**src/rtl/task_scheduler.sv**
```systemverilog
// Scan-cycle sequencer and circular task FIFO feeding bit_cpu.
// Sequences IDLE -> RUN -> IO -> RUN/IDLE; watchdog and queue overflow force a sticky FAULT.
module task_scheduler #(
    parameter int IA_W    = 12,
    parameter int Q_DEPTH = 8,
    parameter int IO_CYC  = 4,
    parameter int WDT_MAX = 4095
) (
    input  logic                       CLK,
    input  logic                       CLR,
    input  logic                       START,
    input  logic                       STOP,
    input  logic                       FAULT_ACK,
    input  logic [IA_W-1:0]            T_DI,
    input  logic                       T_WR,
    input  logic                       T_RD,
    input  logic                       T_EN,
    output logic [IA_W-1:0]            T_DO,
    output logic                       T_RDY,
    output logic                       DONE_B,
    output logic [1:0]                 STATE,
    output logic                       IO_UPD,
    output logic [$clog2(Q_DEPTH):0]   Q_LVL,
    output logic                       OVF,
    output logic                       WDT_TRIP
);

    localparam int PTR_W = $clog2(Q_DEPTH);
    localparam int LVL_W = PTR_W + 1;
    localparam int WDT_W = $clog2(WDT_MAX + 1);
    localparam int IO_W  = $clog2(IO_CYC + 1);

    localparam logic [LVL_W-1:0] Q_FULL   = LVL_W'(Q_DEPTH);
    localparam logic [WDT_W-1:0] WDT_LAST = WDT_W'(WDT_MAX - 1);
    localparam logic [IO_W-1:0]  IO_LAST  = IO_W'(IO_CYC - 1);

    typedef enum logic [1:0] {
        S_IDLE  = 2'b00,
        S_RUN   = 2'b01,
        S_IO    = 2'b10,
        S_FAULT = 2'b11
    } state_t;

    state_t             r_state, w_state_nxt;
    logic [IA_W-1:0]    r_mem [Q_DEPTH];
    logic [PTR_W-1:0]   r_head, r_tail;
    logic [LVL_W-1:0]   r_lvl;
    logic [IA_W-1:0]    r_tdo;
    logic [WDT_W-1:0]   r_wdt;
    logic [IO_W-1:0]    r_io_cnt;
    logic               r_stop;
    logic               r_ovf, r_wdt_trip;

    logic w_push, w_pop, w_empty, w_full, w_run;
    logic w_eos, w_ovf_evt, w_wdt_evt, w_io_last, w_q_act, w_wr_en;

    assign w_push    = T_EN & T_WR;
    assign w_pop     = T_EN & T_RD;
    assign w_empty   = (r_lvl == '0);
    assign w_full    = (r_lvl == Q_FULL);
    assign w_run     = (r_state == S_RUN);
    assign w_eos     = w_run & w_pop & ~w_push & w_empty;
    assign w_ovf_evt = w_run & w_push & ~w_pop & w_full;
    assign w_wdt_evt = w_run & (r_wdt == WDT_LAST);
    assign w_io_last = (r_state == S_IO) && (r_io_cnt == IO_LAST);

    // Fault wins over end-of-scan when both land in the same cycle.
    always_comb begin
        w_state_nxt = r_state;
        case (r_state)
            S_IDLE:  if (START) w_state_nxt = S_RUN;
            S_RUN: begin
                if (w_wdt_evt || w_ovf_evt) w_state_nxt = S_FAULT;
                else if (w_eos)             w_state_nxt = S_IO;
            end
            S_IO:    if (w_io_last) w_state_nxt = (STOP || r_stop) ? S_IDLE : S_RUN;
            S_FAULT: if (FAULT_ACK) w_state_nxt = S_IDLE;
            default: w_state_nxt = S_IDLE;
        endcase
    end

    always_ff @(posedge CLK or negedge CLR) begin
        if (!CLR) r_state <= S_IDLE;
        else      r_state <= w_state_nxt;
    end

    // Queue only moves while staying in RUN; any exit from RUN flushes it.
    assign w_q_act = w_run && (w_state_nxt == S_RUN);
    assign w_wr_en = w_q_act && w_push && (w_pop ? !w_empty : !w_full);

    always_ff @(posedge CLK or negedge CLR) begin
        if (!CLR) begin
            r_head <= '0;
            r_tail <= '0;
            r_lvl  <= '0;
        end else if (!w_q_act) begin
            r_head <= '0;
            r_tail <= '0;
            r_lvl  <= '0;
        end else begin
            case ({w_push, w_pop})
                2'b11: if (!w_empty) begin
                    r_head <= r_head + 1'b1;
                    r_tail <= r_tail + 1'b1;
                end
                2'b10: if (!w_full) begin
                    r_tail <= r_tail + 1'b1;
                    r_lvl  <= r_lvl + 1'b1;
                end
                2'b01: if (!w_empty) begin
                    r_head <= r_head + 1'b1;
                    r_lvl  <= r_lvl - 1'b1;
                end
                default: ;
            endcase
        end
    end

    always_ff @(posedge CLK) begin
        if (w_wr_en) r_mem[r_tail] <= T_DI;
    end

    // Empty-queue push+pop bypasses T_DI straight to the CPU.
    always_ff @(posedge CLK or negedge CLR) begin
        if (!CLR) begin
            r_tdo <= '0;
        end else if (w_run && w_pop) begin
            if (!w_empty)    r_tdo <= r_mem[r_head];
            else if (w_push) r_tdo <= T_DI;
            else             r_tdo <= '0;
        end
    end

    always_ff @(posedge CLK or negedge CLR) begin
        if (!CLR) begin
            r_wdt    <= '0;
            r_io_cnt <= '0;
            r_stop   <= 1'b0;
        end else begin
            r_wdt    <= w_run ? r_wdt + 1'b1 : '0;
            r_io_cnt <= (r_state == S_IO) ? r_io_cnt + 1'b1 : '0;
            if (r_state == S_IDLE)  r_stop <= 1'b0;
            else if (w_run && STOP) r_stop <= 1'b1;
        end
    end

    always_ff @(posedge CLK or negedge CLR) begin
        if (!CLR) begin
            r_ovf      <= 1'b0;
            r_wdt_trip <= 1'b0;
        end else if (r_state == S_FAULT && FAULT_ACK) begin
            r_ovf      <= 1'b0;
            r_wdt_trip <= 1'b0;
        end else begin
            if (w_ovf_evt) r_ovf      <= 1'b1;
            if (w_wdt_evt) r_wdt_trip <= 1'b1;
        end
    end

    assign T_DO     = r_tdo;
    assign T_RDY    = w_q_act;
    assign DONE_B   = ~w_run;
    assign STATE    = r_state;
    assign IO_UPD   = (r_state == S_IO);
    assign Q_LVL    = r_lvl;
    assign OVF      = r_ovf;
    assign WDT_TRIP = r_wdt_trip;

endmodule

```
**config.mk**
```make
export PLATFORM = sky130hd
export DESIGN_NAME = task_scheduler
export DESIGN_NICKNAME = d
export VERILOG_FILES = /design/src/rtl/task_scheduler.sv
export SDC_FILE = /design/constraint.sdc
export NUM_CORES = 1
export LEC_CHECK = 0
export ABC_AREA = 1
export BUFFER_PORTS_ARGS = -buffer_cell sky130_fd_sc_hd__clkbuf_2
export CAP_MARGIN = 15
export CORE_ASPECT_RATIO = 1.5
export CORE_MARGIN = 1
export CORE_UTILIZATION = 36
export CTS_BUF_LIST = sky130_fd_sc_hd__clkbuf_4
export CTS_CLUSTER_DIAMETER = 150
export DETAILED_ROUTE_END_ITERATION = 12
export PLACE_DENSITY = 0.59
export SYNTH_ARGS = -nofsm -noshare
export SYNTH_HDL_FRONTEND = slang
export SYNTH_SLANG_ARGS = --single-unit
export TNS_END_PERCENT = 10
```
**constraint.sdc**
```tcl
create_clock -name CLK -period 4.6 [get_ports CLK]
set_input_delay 0.92 -clock CLK [delete_from_list [all_inputs] [get_ports CLK]]
set_output_delay 0.92 -clock CLK [all_outputs]
set_load 0.1 [all_outputs]
```
## Yosys cells after proc, flatten, opt, wreduce, memory -nomap -nowiden

Memories as Yosys holds them, arrays and structs flattened.
Index checks and enable logic that the tools add are counted.

- Memory bits (writable): 96
- Input bits: 20
- Memories: 1
- Bits in registers: 42
- Logic and storage cells: 97

Memories:

| memory | words | width | rd ports | clocked after Yosys merged registers in | wr ports | line | source |
|---|---|---|---|---|---|---|---|
| r_mem | 8 | 12 | 1 | 0 | 1 | 45 | `logic [IA_W-1:0] r_mem [Q_DEPTH];` |

- Equal/unequal tests: 17
- Bitwise operators: 12
- Add/sub/neg operators: 6
- Reduce and logical (&&, ||, !) cells: 20
- Muxes and demuxes: 31

Operators by type and width:

| operator | count |
|---|---|
| 12-bit two-way mux | 3 |
| 3-bit two-way mux | 7 |
| 12-bit by 1-bit adder with 12-bit output (second input constant) | 1 |
| 12-bit equality test (second input constant) | 1 |
| 4-bit two-way mux | 3 |
| 1-bit two-way mux | 10 |
| 2-bit two-way mux | 5 |
| 3-bit by 1-bit adder with 3-bit output (second input constant) | 3 |
| 1-bit AND | 9 |
| 3-bit != test (second input constant) | 3 |
| 2-bit equality test (second input constant) | 4 |
| 2-bit one-hot mux with 4 select lines | 1 |
| 4-bit one-hot mux with 2 select lines | 1 |
| 1-bit logical AND | 7 |
| 2-bit by 1-bit equality test with 1-bit output (second input constant) | 3 |
| 3-bit by 1-bit != test with 1-bit output (second input constant) | 2 |
| 3-bit one-hot mux with 2 select lines | 1 |
| 3-bit AND reduction | 2 |
| 2-bit nonzero test | 3 |
| 4-bit by 1-bit adder with 4-bit output (second input constant) | 1 |
| 4-bit equality test (second input constant) | 1 |
| 4-bit zero test | 1 |
| 2-bit != test (second input constant) | 2 |
| 4-bit by 1-bit subtractor with 4-bit output (second input constant) | 1 |
| 7 further kinds | 11 |

## Longest topological paths before layout

Gate-level depths: netlist of the first run.

- Depth in word-level cells: 13
- Mapped depth: 10

## Worst setup path after synthesis of the first run

No wires, ideal clock.

- Path kind: flip-flop to flip-flop
- From: register r_state[1] (netlist: STATE[1])
- To: memory r_mem[2][0] (enable)
- Stages on the path, launching flop included: 9
- Path buffers: 0
- Slack: 1,367 ps
- Clock period less this slack: 3,233 ps
- Arrival time: 2,853 ps
- Path through: dfrtp_1 -> inv_2 -> nand2_4 -> nor2_2 -> nand2_4 -> nand3_4 -> nor2_8 -> nand3_4 -> nor2_1

- Word-level cells in the longest chain between the ends: 13
- Elaborated cells on any way between the ends: 25

RTL lines:

| what | line | source |
|---|---|---|
| from (decl) | 44 | `state_t r_state, w_state_nxt;` |
| from (signal assigned) | 84 | `else r_state <= w_state_nxt;` |
| 2-bit by 1-bit equality test with 1-bit output | 61, 70 |  |
| 1-bit AND (on tied branches) (3 in series) | 62, 63 |  |
| 2-bit two-way mux or 1-bit logical OR (tied branches) | 74, 73 |  |
| 2-bit two-way mux | 73 | `if (w_wdt_evt \|\| w_ovf_evt) w_state_nxt = S_FAULT;` |
| 2-bit one-hot mux with 4 select lines | 70 | `case (r_state)` |
| 2-bit by 1-bit equality test with 1-bit output | 88 | `assign w_q_act = w_run && (w_state_nxt == S_RUN);` |
| 1-bit logical AND (*) | 88 |  |
| named net T_RDY | 19 | `output logic T_RDY,` |
| 1-bit logical AND (*) (2 in series) | 89 | `assign w_wr_en = w_q_act && w_push && (w_pop ? !w_empty : !w_full);` |
| 1-bit two-way mux (*) | 120 | `if (w_wr_en) r_mem[r_tail] <= T_DI;` |
| 1-bit two-way mux (implied by the code) (*) | 120 |  |
| to (decl) | 45 |  |

The timed path passes the listed nets; every way through them passes the cells marked *.

## Final worst setup path of the first run

- From: register r_lvl[1] (netlist: Q_LVL[1])
- To: output T_RDY

- Word-level cells in the longest chain between the ends: 7
- Elaborated cells on any way between the ends: 10

RTL lines:

| what | line | source |
|---|---|---|
| from (decl) | 47 | `logic [LVL_W-1:0] r_lvl;` |
| from (signal assigned) | 108 | `r_lvl <= r_lvl + 1'b1;` |
| from (signal assigned) | 112 | `r_lvl <= r_lvl - 1'b1;` |
| 4-bit zero test or 4-bit equality test (tied branches) | 59, 60 |  |
| 1-bit AND (on tied branches) | 62, 63 |  |
| 2-bit two-way mux or 1-bit logical OR (tied branches) | 74, 73 |  |
| 2-bit two-way mux (*) | 73 |  |
| 2-bit one-hot mux with 4 select lines (*) | 70 |  |
| 2-bit by 1-bit equality test with 1-bit output (*) | 88 |  |
| 1-bit logical AND (*) | 88 |  |
| to (decl) | 19 |  |

Mark *: on every way between the ends. The rest lies on a longest branch, timed or not.

==> metrics.md, run 1 <==
| Metric | Value |
|---|---|
| Status | `completed` |
| Initial core utilization | `37.05%` |
| Area after DPL | `approximately 0.0064 mm2` |
| Initial DRC Count | `about 220` |
| Mapped Avg Cell Area | `around 11 um2` |
| Die width | `about 110 um` |
| Fmax | `~300 MHz` |
| First-pass GRT wire length | `between 20000 and 25000 um` |
| Routed vias/inst | `about 5` |
| Final #Nets | `about 630` |
| Most frequent cells in the layout | `128 x nor2_1, 96 x edfxtp_1, 54 x o21ai_0` |
| Sequential element share of the synthesized area | `65.30%` |
| Clk_skew | `~0.026 ns` |
| Largest net degree at the start of global routing | `51` |
| CTS Hold Buffers Added | `0` |
| R2R setup slack | `slightly above 2 ns` |
| Number of global-route vias before repair | `between 4000 and 5000` |
| Largest area contributor in the netlist | `edfxtp_1` |
| Post-synthesis cell area | `around 0.0060 mm2` |
| Total power | `~4000 uW` |
| CTS H-tree lvls | `4` |
| Post-synthesis cell type count | `34` |
| Slowest library cell on the worst path | `dfrtp_1` |
| Total Negative Setup Slacks | `0 ns` |
| CP Capture Type | `output pin` |
| WP data arrival | `2.37 ns` |
| Post-route cell area | `0.006749 mm2` |
| Chip height | `~160 um` |
| Synth Warn # | `0` |
| Clock Tree Buf Depth | `2` |
| Final ANT Viol Nets | `0` |
| DP HPWL | `roughly 9200 um` |
| VDD IR max | `a little over 0.0006 V` |
| Vias | `a little over 4000` |
| Worst-path fanout max | `10` |
| Tcrit/Tclk final | `between 70% and 80%` |
| Clk sinks | `138` |
| Core box area | `0.01626 mm2` |
| Adder-Cell Fraction of Synth Area | `under 10%` |
| Final setup fails | `0` |
| Critical path startpoint category | `flop` |
| Worst skew pair latency | `approximately 0.53 ns` |
| Hold Vio Cnt, Final | `0` |
| IO Pins | `43` |
| Leak Pwr | `0.002601 uW` |
| Main area contributors after synthesis | `edfxtp_1 48%, dfrtp_1 17%, nor2_1 8.0%` |
| Final Max Tran Viols | `0` |
| Worst hold path type | `in2async` |
| CTS tree | `done` |
| Synth-to-Final Area Change | `12.02%` |
| Post-Layout Cell Count | `a little over 800` |
| DR WL/cell | `about 16 um` |
| CP cell instances | `nor2_1 -> nand3_1 -> o21ai_2 -> nor2_8 -> clkbuf_2` |
| Root Driver | `clkbuf_4` |
| Routability congestion estimate | `0.8031` |
| Compound-gate portion of the synthesized area | `a little over a tenth` |
| Clock Pin Slew Worst Setup and Hold Paths | `~0.12 ns` |
| DRT Wirelength | `around 13000 um` |
| Slew HR | `26.43%` |
| Post-CTS Setup Inserts | `0` |
| Inst Count DP | `between 700 and 800` |
| Least-Margin Pin Slew | `~1.1 ns` |
| Antenna violations before repair | `1` |
| Post-Syn Instances | `approximately 560` |
| Crit-path max cell delay | `0.43 ns` |
| First drt pass iteration count | `6` |
| Top cell type's share of synthesized area | `about 48%` |
| Port buffer count | `42` |
| Die area | `roughly 0.017 mm2` |
| Final worst path period need | `approximately 3.3 ns` |
| Largest family of logic cells by synthesized area | `simple AND/OR/NAND/NOR gates` |
| Multiplexer share of the synthesized area | `0%` |
| Post-Synth Simple-Gate Area | `roughly 16%` |
| Setup Crit Path Kind | `reg2out` |
| Commonest non-fill, non-tap cell in the layout | `nor2_1` |
| PostCTS Resize Cnt | `0` |
| Yosys reg bits | `138` |
| RSZ-0062 raised after global routing | `no` |
| Worst hold slack | `0.2742 ns` |
| Total congestion overflow | `0` |
| Xor-xnor portion of the synthesized cell area | `less than 1%` |
| CTS buffer count | `17` |
| Layout cells sized above 1 | `approximately 16%` |
| GRT Overall Usage | `roughly 16%` |
| Mapped Nets | `587` |
| Max-cap viol count | `0` |
| Pwr Density | `579.6 mW/mm2` |
| # rows | `57` |
| WP data required | `around 3.7 ns` |
| DR DRC count | `0` |
| Fill cells | `~1600` |
Yosys cell counts (all sizes together):
library cell and instances:
a211oi 2, a21oi 26, a31oi 12, buf 14, clkbuf 11, dfrtp 42, edfxtp 96, fa 1
ha 8, inv 45, nand2 40, nand3 44, nand4 1, nor2 133, nor3 4, o211ai 12
o21a 2, o21ai 56, o22ai 2, o31ai 1, xor2 6
worst max-delay path: cells and delay by family (launching register included):
family | cells | cell delay, ns
and+or+nand+nor | 3 | 0.62
AOI/OAI and AO/OA | 1 | 0.41
buffers and inverters | 1 | 0.39
DFF | 1 | 0.43
final cells by class:
class,count,area (um2),area share [%]
antenna,1,2.502,0.03708
clock buffer,18,135.1,2.002
clock inverter,14,170.2,2.521
inverter,45,171.4,2.540
multi-input combinational,350,1798,26.64
sequential,138,3934,58.29
tap,206,257.7,3.819
timing repair buffer,47,280.3,4.153
routing by layer:
metal	up-vias	wire length (um)	GRT usage, %
met5	-	0	0
met4	0	139	5.044
met3	12	634	4.058
met2	99	7031	28.90
met1	1987	5227	18.59
li1	2016	-	-
power by group:
part / total [uW] / switching, uW / internal [uW]
sequential: 1530 / 84.1 / 1450
combinational: 1550 / 1250 / 294
clock: 831 / 446 / 385
cell families after synthesis:
| kind of cell | after synthesis |
|---|---|
| adder cells (fa/ha/maj) | 9 |
| buffers and inverters | 70 |
| AND/OR/NAND/NOR | 222 |
| AO/OA/AOI/OAI | 113 |
| XOR/XNOR | 6 |
| flip-flops | 138 |
per-stage QoR:
stage	utilization [%]	setup slack, ns
after floorplan	-	1.367
after global placement	39.32	1.517
after detailed placement	39.32	1.458
after CTS	41.20	1.248
after global routing	41.51	1.136
final	41.51	1.309
final timing paths:
check | to | cells after the start | startpoint
hold / removal | T_DO[8] | 1 | CLR
max in group asynchronous | r_tail[0] | 2 | CLR
setup / recovery | T_RDY | 5 | Q_LVL[1]
min in group CLK | r_io_cnt[0] | 1 | r_io_cnt[0]
setup reg to reg | r_mem[5][3] | 6 | Q_LVL[2]
hold reg to reg | r_io_cnt[0] | 1 | r_io_cnt[0]
sequential cells by signal, summed over array words and instances, names as in the netlist:
register / cells
r_io_cnt: 3
STATE: 2
r_stop: 1
r_tail: 3
r_head: 3
r_mem: 96
Q_LVL: 4
WDT_TRIP: 1
OVF: 1
T_DO: 12
r_wdt: 12
Note: power is estimated with default switching activity, not from simulation.
==> run 2, diff against run 1 <==
PLACE_DENSITY = 0.61   (was 0.59)
clock period = 2.8 ns   (was 4.6 ns; I/O delays follow)
==> metrics.md, run 2 (synthesized netlist as in run 1, its figures left out) <==
| Metric | Value |
|---|---|
| Final worst path period need | `about 2.6 ns` |
| Clk sinks | `138 (unchanged)` |
| Die width | `107.6 um (unchanged)` |
| Fmax | `between 300 and 400 MHz` |
| DR DRC count | `0 (unchanged)` |
| Antenna violations before repair | `1 (unchanged)` |
| CTS tree | `done (unchanged)` |
| CTS buffer count | `17 (unchanged)` |
| Hold Vio Cnt, Final | `0 (unchanged)` |
| Most frequent cells in the layout | `120 x nor2_1, 96 x edfxtp_1, 54 x o21ai_0 (was 128 x nor2_1, 96 x edfxtp_1, 54 x o21ai_0)` |
| Core box area | `0.01626 mm2 (unchanged)` |
| Commonest non-fill, non-tap cell in the layout | `nor2_1 (unchanged)` |
| RSZ-0062 raised after global routing | `no (unchanged)` |
| CP Capture Type | `output pin (unchanged)` |
| Leak Pwr | `0.002663 uW (was 0.002601 uW)` |
| DR WL/cell | `16.20 um (was 15.91 um)` |
| Largest Register | `r_mem (unchanged)` |
| M3 GR Usage | `4.505% (was 4.058%)` |
| Largest net degree at the start of global routing | `49 (was 51)` |
| Vias | `4232 (was 4114)` |
| Final ANT Viol Nets | `0 (unchanged)` |
| RR Endpoint | `r_mem[7][3] (was r_mem[5][3])` |
| Tcrit/Tclk final | `93.02%` |
| Port buffer count | `42 (unchanged)` |
| First drt pass iteration count | `5 (was 6)` |
| Hold Startpoint | `START` |
| Post-CTS Setup Inserts | `0 (unchanged)` |
| Crit Reg-Reg Startpoint | `r_wdt[0] (was Q_LVL[2])` |
| Setup Crit Path Kind | `reg2out (unchanged)` |
| WP data arrival | `2.04 ns (was 2.37 ns)` |
| Number of global-route vias before repair | `4386 (was 4144)` |
| Initial core utilization | `37.05% (unchanged)` |
| Initial DRC Count | `320 (was 216)` |
| Post-Layout Cell Count | `827 (was 819)` |
| Final Max Tran Viols | `0 (unchanged)` |
| Status | `completed (unchanged)` |
| Crit-path max cell delay | `0.43 ns (about the same)` |
| Fill cells | `1554 (was 1595)` |
| Root Driver | `clkbuf_4 (unchanged)` |
| Final #Nets | `636 (was 628)` |
| # rows | `57 (unchanged)` |
| Routability congestion estimate | `0.7921 (was 0.8031)` |
| Critical path startpoint category | `flop (unchanged)` |
| Gr busiest metal | `met2 (unchanged)` |
| CTS H-tree lvls | `4 (unchanged)` |
| Max reg flops | `96 (unchanged)` |
| R2R setup slack | `0.60 ns (was 2.05 ns)` |
| Worst Reg2Reg Path Length in Cells | `9 (was 6)` |
| CP bufs+invs | `1 (unchanged)` |
| Routed vias/inst | `5.117 (was 5.023)` |
| Worst hold path type | `in2reg (was in2async)` |
| Final setup fails | `0 (unchanged)` |
| IO Pins | `43 (unchanged)` |
| Chip height | `160.4 um (unchanged)` |
| First-pass GRT wire length | `22080 um (was 21020 um)` |
| Total Negative Setup Slacks | `0 ns (unchanged)` |
| CP cell instances | `nor2_1 -> nand3_2 -> o21ai_2 -> nor2_8 -> buf_12 (was nor2_1 -> nand3_1 -> o21ai_2 -> nor2_8 -> clkbuf_2)` |
| Die area | `0.01727 mm2 (unchanged)` |
| Slowest library cell on the worst path | `dfrtp_1 (unchanged)` |
| Clock Pin Slew Worst Setup and Hold Paths | `0.11 ns (was 0.12 ns)` |
| VDD IR max | `0.001016 V (was 0.0006033 V)` |
| Clk_skew | `0.01122 ns (was 0.02559 ns)` |
| Slew HR | `56.32% (was 26.43%)` |
| Delay-heaviest family, CP | `simple AND/OR/NAND/NOR gates (unchanged)` |
| Clock Tree Buf Depth | `2 (unchanged)` |
| Worst Hold Endpoint | `STATE[0]` |
| DP HPWL | `9664 um (was 9247 um)` |
| GR Layer Usage met1 | `18.76% (was 18.59%)` |
| WP data required | `2.24 ns (was 3.68 ns)` |
| Worst-path fanout max | `11 (was 10)` |
| Inst Count DP | `793 (was 784)` |
| Worst skew pair latency | `0.53 ns (about the same)` |
| Pwr Density | `972.6 mW/mm2 (was 579.6 mW/mm2)` |
| Least-Margin Pin Slew | `0.6545 ns (was 1.099 ns)` |
| GRT Overall Usage | `17.09% (was 16.13%)` |
| Layout cells sized above 1 | `18.23% (was 16.18%)` |
| Total congestion overflow | `0 (unchanged)` |
| DRT Wirelength | `13400 um (was 13030 um)` |
| Met2 usage | `30.83% (was 28.90%)` |
| Max-cap viol count | `0 (unchanged)` |
| Count of cells along the worst hold path | `3` |
| Synth-to-Final Area Change | `14.23% (was 12.02%)` |
-- run 2: cell type report --
| class | instances | area (um2) | area share [%] |
|---|---|---|---|
| Multi-Input combinational cell | 350 | 1832 | 26.62 |
| Antenna cell | 1 | 2.502 | 0.03636 |
| Tap cell | 206 | 257.7 | 3.745 |
| Timing Repair Buffer | 55 | 325.3 | 4.727 |
| Inverter | 45 | 171.4 | 2.491 |
| Sequential cell | 138 | 3936 | 57.20 |
| Clock inverter | 15 | 229.0 | 3.327 |
| Clock buffer | 17 | 127.6 | 1.855 |
-- run 2: how the worst max path moves through the flow --
stage,startpoint,cells after the start,end
finish,Q_LVL[1],5,T_RDY
floorplan,Q_LVL[1],8,r_mem[2][0]
global route,Q_LVL[1],5,T_RDY
detailed placement,T_EN,8,r_mem[7][1]
CTS,Q_LVL[1],5,T_RDY
global placement,T_EN,8,r_mem[7][0]
-- run 2: repair_timing --
item	CTS	global route
hold endpoints to repair	12	0
endpoints found under the setup margin	1	0
gates resized for setup	1	0
hold buffers	1	0
-- run 2: where the power goes --
group	leakage, uW	internal [uW]	switching, uW
Combinational	0.00107	524	2060
Clock	0.000183	874	693
Sequential	0.00141	2380	154
Total	0.00266	3780	2910
-- run 2: layer usage --
| layer | share of wire [%] | up-vias |
|---|---|---|
| li1 | - | 2035 |
| met1 | 40 | 2080 |
| met2 | 54 | 94 |
| met3 | 4.0 | 23 |
| met4 | 2.2 | 0 |
| met5 | 0 | - |
-- run 2: stage by stage --
| stage | total power [uW] | setup WS, ns | util (%) | hold slack [ns] | cell area [um2] |
|---|---|---|---|---|---|
| detailed placement | 5190 | 0.4272 | 40.02 | 0.4294 | 6507 |
| global placement | 5150 | 0.4935 | 40.02 | 0.4207 | 6507 |
| floorplan | 4629 | 0.05741 | - | 0.2644 | 6056 |
| finish | 6693 | 0.1953 | 42.32 | 0.2936 | 6882 |
| global route | 7026 | 0.01363 | 42.32 | 0.2384 | 6882 |
| CTS | 6762 | 0.1490 | 42.31 | 0.2554 | 6879 |
-- run 2: worst register-to-register path, cell delays in order, from the launching register on --
cell and delay (ns):
dfrtp_1 0.40, inv_1 0.06, ha_1 0.20, nand3_1 0.08
nor2_1 0.05, nand2_2 0.10, nand3_4 0.11, nor2_8 0.20
nand2_4 0.11, nor2_2 0.52
==> run 3, diff against run 2 <==
ABC_AREA = default   (was 1)
PLACE_DENSITY = default   (was 0.61)
==> metrics.md, run 3 <==
| Metric | Value |
|---|---|
| Status | `completed (unchanged)` |
| Antenna violations before repair | `0 (was 1)` |
| Critical path startpoint category | `flop (unchanged)` |
| Die area | `0.01694 mm2 (was 0.01727 mm2)` |
| Top FF cell, synth | `edfxtp_1 (unchanged)` |
| DP HPWL | `8322 um (was 9664 um)` |
| First drt pass iteration count | `6 (was 5)` |
| IO Pins | `43 (unchanged)` |
| Inst Count DP | `625 (was 793)` |
| CTS Hold Buffers Added | `0 (was 1)` |
| Post-Syn Instances | `380 (was 558)` |
| VDD IR max | `0.0009706 V (was 0.001016 V)` |
| Core box area | `0.01612 mm2 (was 0.01626 mm2)` |
| Worst hold path type | `in2async (was in2reg)` |
| Setup Crit Path Kind | `reg2out (unchanged)` |
| CP Capture Type | `output pin (unchanged)` |
| Leak Pwr | `0.002515 uW (was 0.002663 uW)` |
| Tcrit/Tclk final | `97.76% (was 93.02%)` |
| Post-synthesis cell area | `0.005907 mm2 (was 0.006025 mm2)` |
| # rows | `57 (unchanged)` |
| CTS buffer count | `17 (unchanged)` |
| R2R setup slack | `0.46 ns (was 0.60 ns)` |
| Top cells by count, synth | `96 x edfxtp_1, 42 x dfrtp_1, 30 x nor2_1, 24 x mux4_2, 15 x nor3_1 (was 128 x nor2_1, 96 x edfxtp_1, 54 x o21ai_0)` |
| Pwr Density | `958.6 mW/mm2 (was 972.6 mW/mm2)` |
| GRT Overall Usage | `15.14% (was 17.09%)` |
| Total Negative Setup Slacks | `0 ns (unchanged)` |
| Initial DRC Count | `118 (was 320)` |
| Total congestion overflow | `0 (unchanged)` |
| Commonest non-fill, non-tap cell in the layout | `edfxtp_1 (was nor2_1)` |
| Synth async-reset ratio | `30.43% (unchanged)` |
| Yosys reg bits | `138 (unchanged)` |
| Post-synthesis cell type count | `51 (was 34)` |
| CTS tree | `done (unchanged)` |
| Vias | `3456 (was 4232)` |
| M3 GR Usage | `4.105% (was 4.505%)` |
| Final worst path period need | `2.737 ns (was 2.605 ns)` |
| WP data arrival | `2.18 ns (was 2.04 ns)` |
| Most frequent cells in the layout | `96 x edfxtp_1, 41 x clkbuf_2, 36 x dfrtp_1 (was 120 x nor2_1, 96 x edfxtp_1, 54 x o21ai_0)` |
| Worst skew pair latency | `0.52 ns (was 0.53 ns)` |
| Final ANT Viol Nets | `0 (unchanged)` |
| GR Layer Usage met1 | `18.10% (was 18.76%)` |
| Final #Nets | `470 (was 636)` |
| DRT Wirelength | `11950 um (was 13400 um)` |
| CTS H-tree lvls | `4 (unchanged)` |
| Hold Vio Cnt, Final | `0 (unchanged)` |
| Clock Tree Buf Depth | `2 (unchanged)` |
| Max reg flops | `96 (unchanged)` |
| Largest Register | `r_mem (unchanged)` |
| Clock Pin Slew Worst Setup and Hold Paths | `0.12 ns (was 0.11 ns)` |
| Number of global-route vias before repair | `3537 (was 4386)` |
| Port buffer count | `42 (unchanged)` |
| Layout cells sized above 1 | `31.72% (was 18.23%)` |
| Top cell type's share of synthesized area | `48.80% (was 47.85%)` |
| Mapped Avg Cell Area | `15.54 um2 (was 10.80 um2)` |
| Least-Margin Pin Slew | `0.8253 ns (was 0.6545 ns)` |
| Final Max Tran Viols | `0 (unchanged)` |
| Synth-to-Final Area Change | `16.80% (was 14.23%)` |
| Top-count cell post-synth | `edfxtp_1 (was nor2_1)` |
| Sequential element share of the synthesized area | `66.60% (was 65.30%)` |
| Final setup fails | `0 (unchanged)` |
| Post-Layout Cell Count | `660 (was 827)` |
| Clk_skew | `0.01929 ns (was 0.01122 ns)` |
| Fill cells | `1498 (was 1554)` |
| Slew HR | `44.98% (was 56.32%)` |
| Chip height | `158.9 um (was 160.4 um)` |
| DR WL/cell | `18.10 um (was 16.20 um)` |
| RSZ-0062 raised after global routing | `yes (was no)` |
| Initial core utilization | `36.65% (was 37.05%)` |
| Gr busiest metal | `met2 (unchanged)` |
| Root Driver | `clkbuf_4 (unchanged)` |
| Antenna cell count | `0 (was 1)` |
| EDFF count, synth | `96 (unchanged)` |
| Largest area contributor in the netlist | `edfxtp_1 (unchanged)` |
| Worst-path fanout max | `2 (was 11)` |
| Die width | `106.6 um (was 107.6 um)` |
| Main area contributors after synthesis | `edfxtp_1 49%, dfrtp_1 18%, mux4_2 9.2% (was edfxtp_1 48%, dfrtp_1 17%, nor2_1 8.0%)` |
| Synth Warn # | `0 (unchanged)` |
| Max-cap viol count | `0 (unchanged)` |
| Fmax | `365.3 MHz (was 383.9 MHz)` |
| First-pass GRT wire length | `19060 um (was 22080 um)` |
| DR DRC count | `0 (unchanged)` |
| Mapped Nets | `409 (was 587)` |
| Largest net degree at the start of global routing | `31 (was 49)` |
| Routability congestion estimate | `0.8179 (was 0.7921)` |
| Clk sinks | `138 (unchanged)` |
| Routed vias/inst | `5.236 (was 5.117)` |
| Met2 usage | `26.30% (was 30.83%)` |
| WP data required | `2.24 ns (about the same)` |
-- run 3: cell types whose count changed after synthesis, moves of 12 or more --
cell and change:
a221o_1 +12, o21ai_0 -49, a21oi_1 -17, nor2_1 -98, mux2i_1 +14, mux4_2 +24
nand3_1 -32, o211ai_1 -12, inv_1 -35, nand2_1 -21
-- run 3: logic make-up (layout without fill, tap and decap cells) --
| group | Yosys count | after routing | share of synthesized area (%) |
|---|---|---|---|
| flip-flops | 138 | 138 | 66.60 |
| AND/OR/NAND/NOR | 109 | 109 | 9.850 |
| multiplexers | 38 | 38 | 11.52 |
| AO/OA/AOI/OAI | 37 | 37 | 5.063 |
| buffers and inverters | 33 | 107 | 2.563 |
| XOR/XNOR | 16 | 16 | 2.372 |
| adder cells (fa/ha/maj) | 9 | 9 | 2.034 |
-- run 3: worst paths after layout --
kind	cells past startpoint	startpoint	to
max	5	Q_LVL[0]	T_RDY
min	1	CLR	WDT_TRIP
max reg2reg	6	Q_LVL[0]	r_mem[1][4]
min reg2reg	1	r_io_cnt[0]	r_io_cnt[0]
max in group asynchronous	2	CLR	T_DO[10]
min in group CLK	3	FAULT_ACK	WDT_TRIP
-- run 3: layout make-up --
type	instances	area (um2)	share of cell area, %
repair buffers	67	437.9	6.347
well taps	206	257.7	3.736
multi-input cells	209	1937	28.07
inverters	8	30.03	0.4353
clock inverters	13	152.6	2.213
flip-flops and latches	138	3941	57.13
clock buffers	19	142.6	2.067
-- run 3: where the power goes --
part | leakage [uW] | switching (uW) | internal, uW | total [uW]
logic | 0.000951 | 1920 | 754 | 2670
registers | 0.00141 | 187 | 2430 | 2610
clock network | 0.000153 | 699 | 630 | 1330
-- run 3: critical path, cell delays in order (launching register included) --
cell and delay (ns):
dfrtp_2 0.45, or4_4 0.52, or3_4 0.36, o31ai_4 0.08, nor2_4 0.07, buf_12 0.17
-- run 3: per-layer routing --
layer	part of all wire [%]	vias up
met4	1.1	0
li1	-	1606
met5	0	-
met2	54	67
met3	3.2	15
met1	42	1768
-- run 3: repair_timing --
item	4_1_cts	5_1_grt
gates resized for setup	1	0
endpoints found under the setup margin	1	1
buffers inserted	3	0
-- run 3: per-stage QoR --
stage,hold slack [ns],instance area [um2],setup WS [ns],utilization (%),power [uW]
after floorplan,0.2644,6033,-0.0001374,-,4736
after global placement,0.4198,6578,0.3368,40.81,5264
after detailed placement,0.4551,6578,0.1938,40.81,5314
after CTS,0.1012,6899,0.01830,42.80,6672
after global routing,0.1333,6899,-0.05076,42.80,6915
final,0.1095,6899,0.06263,42.80,6613
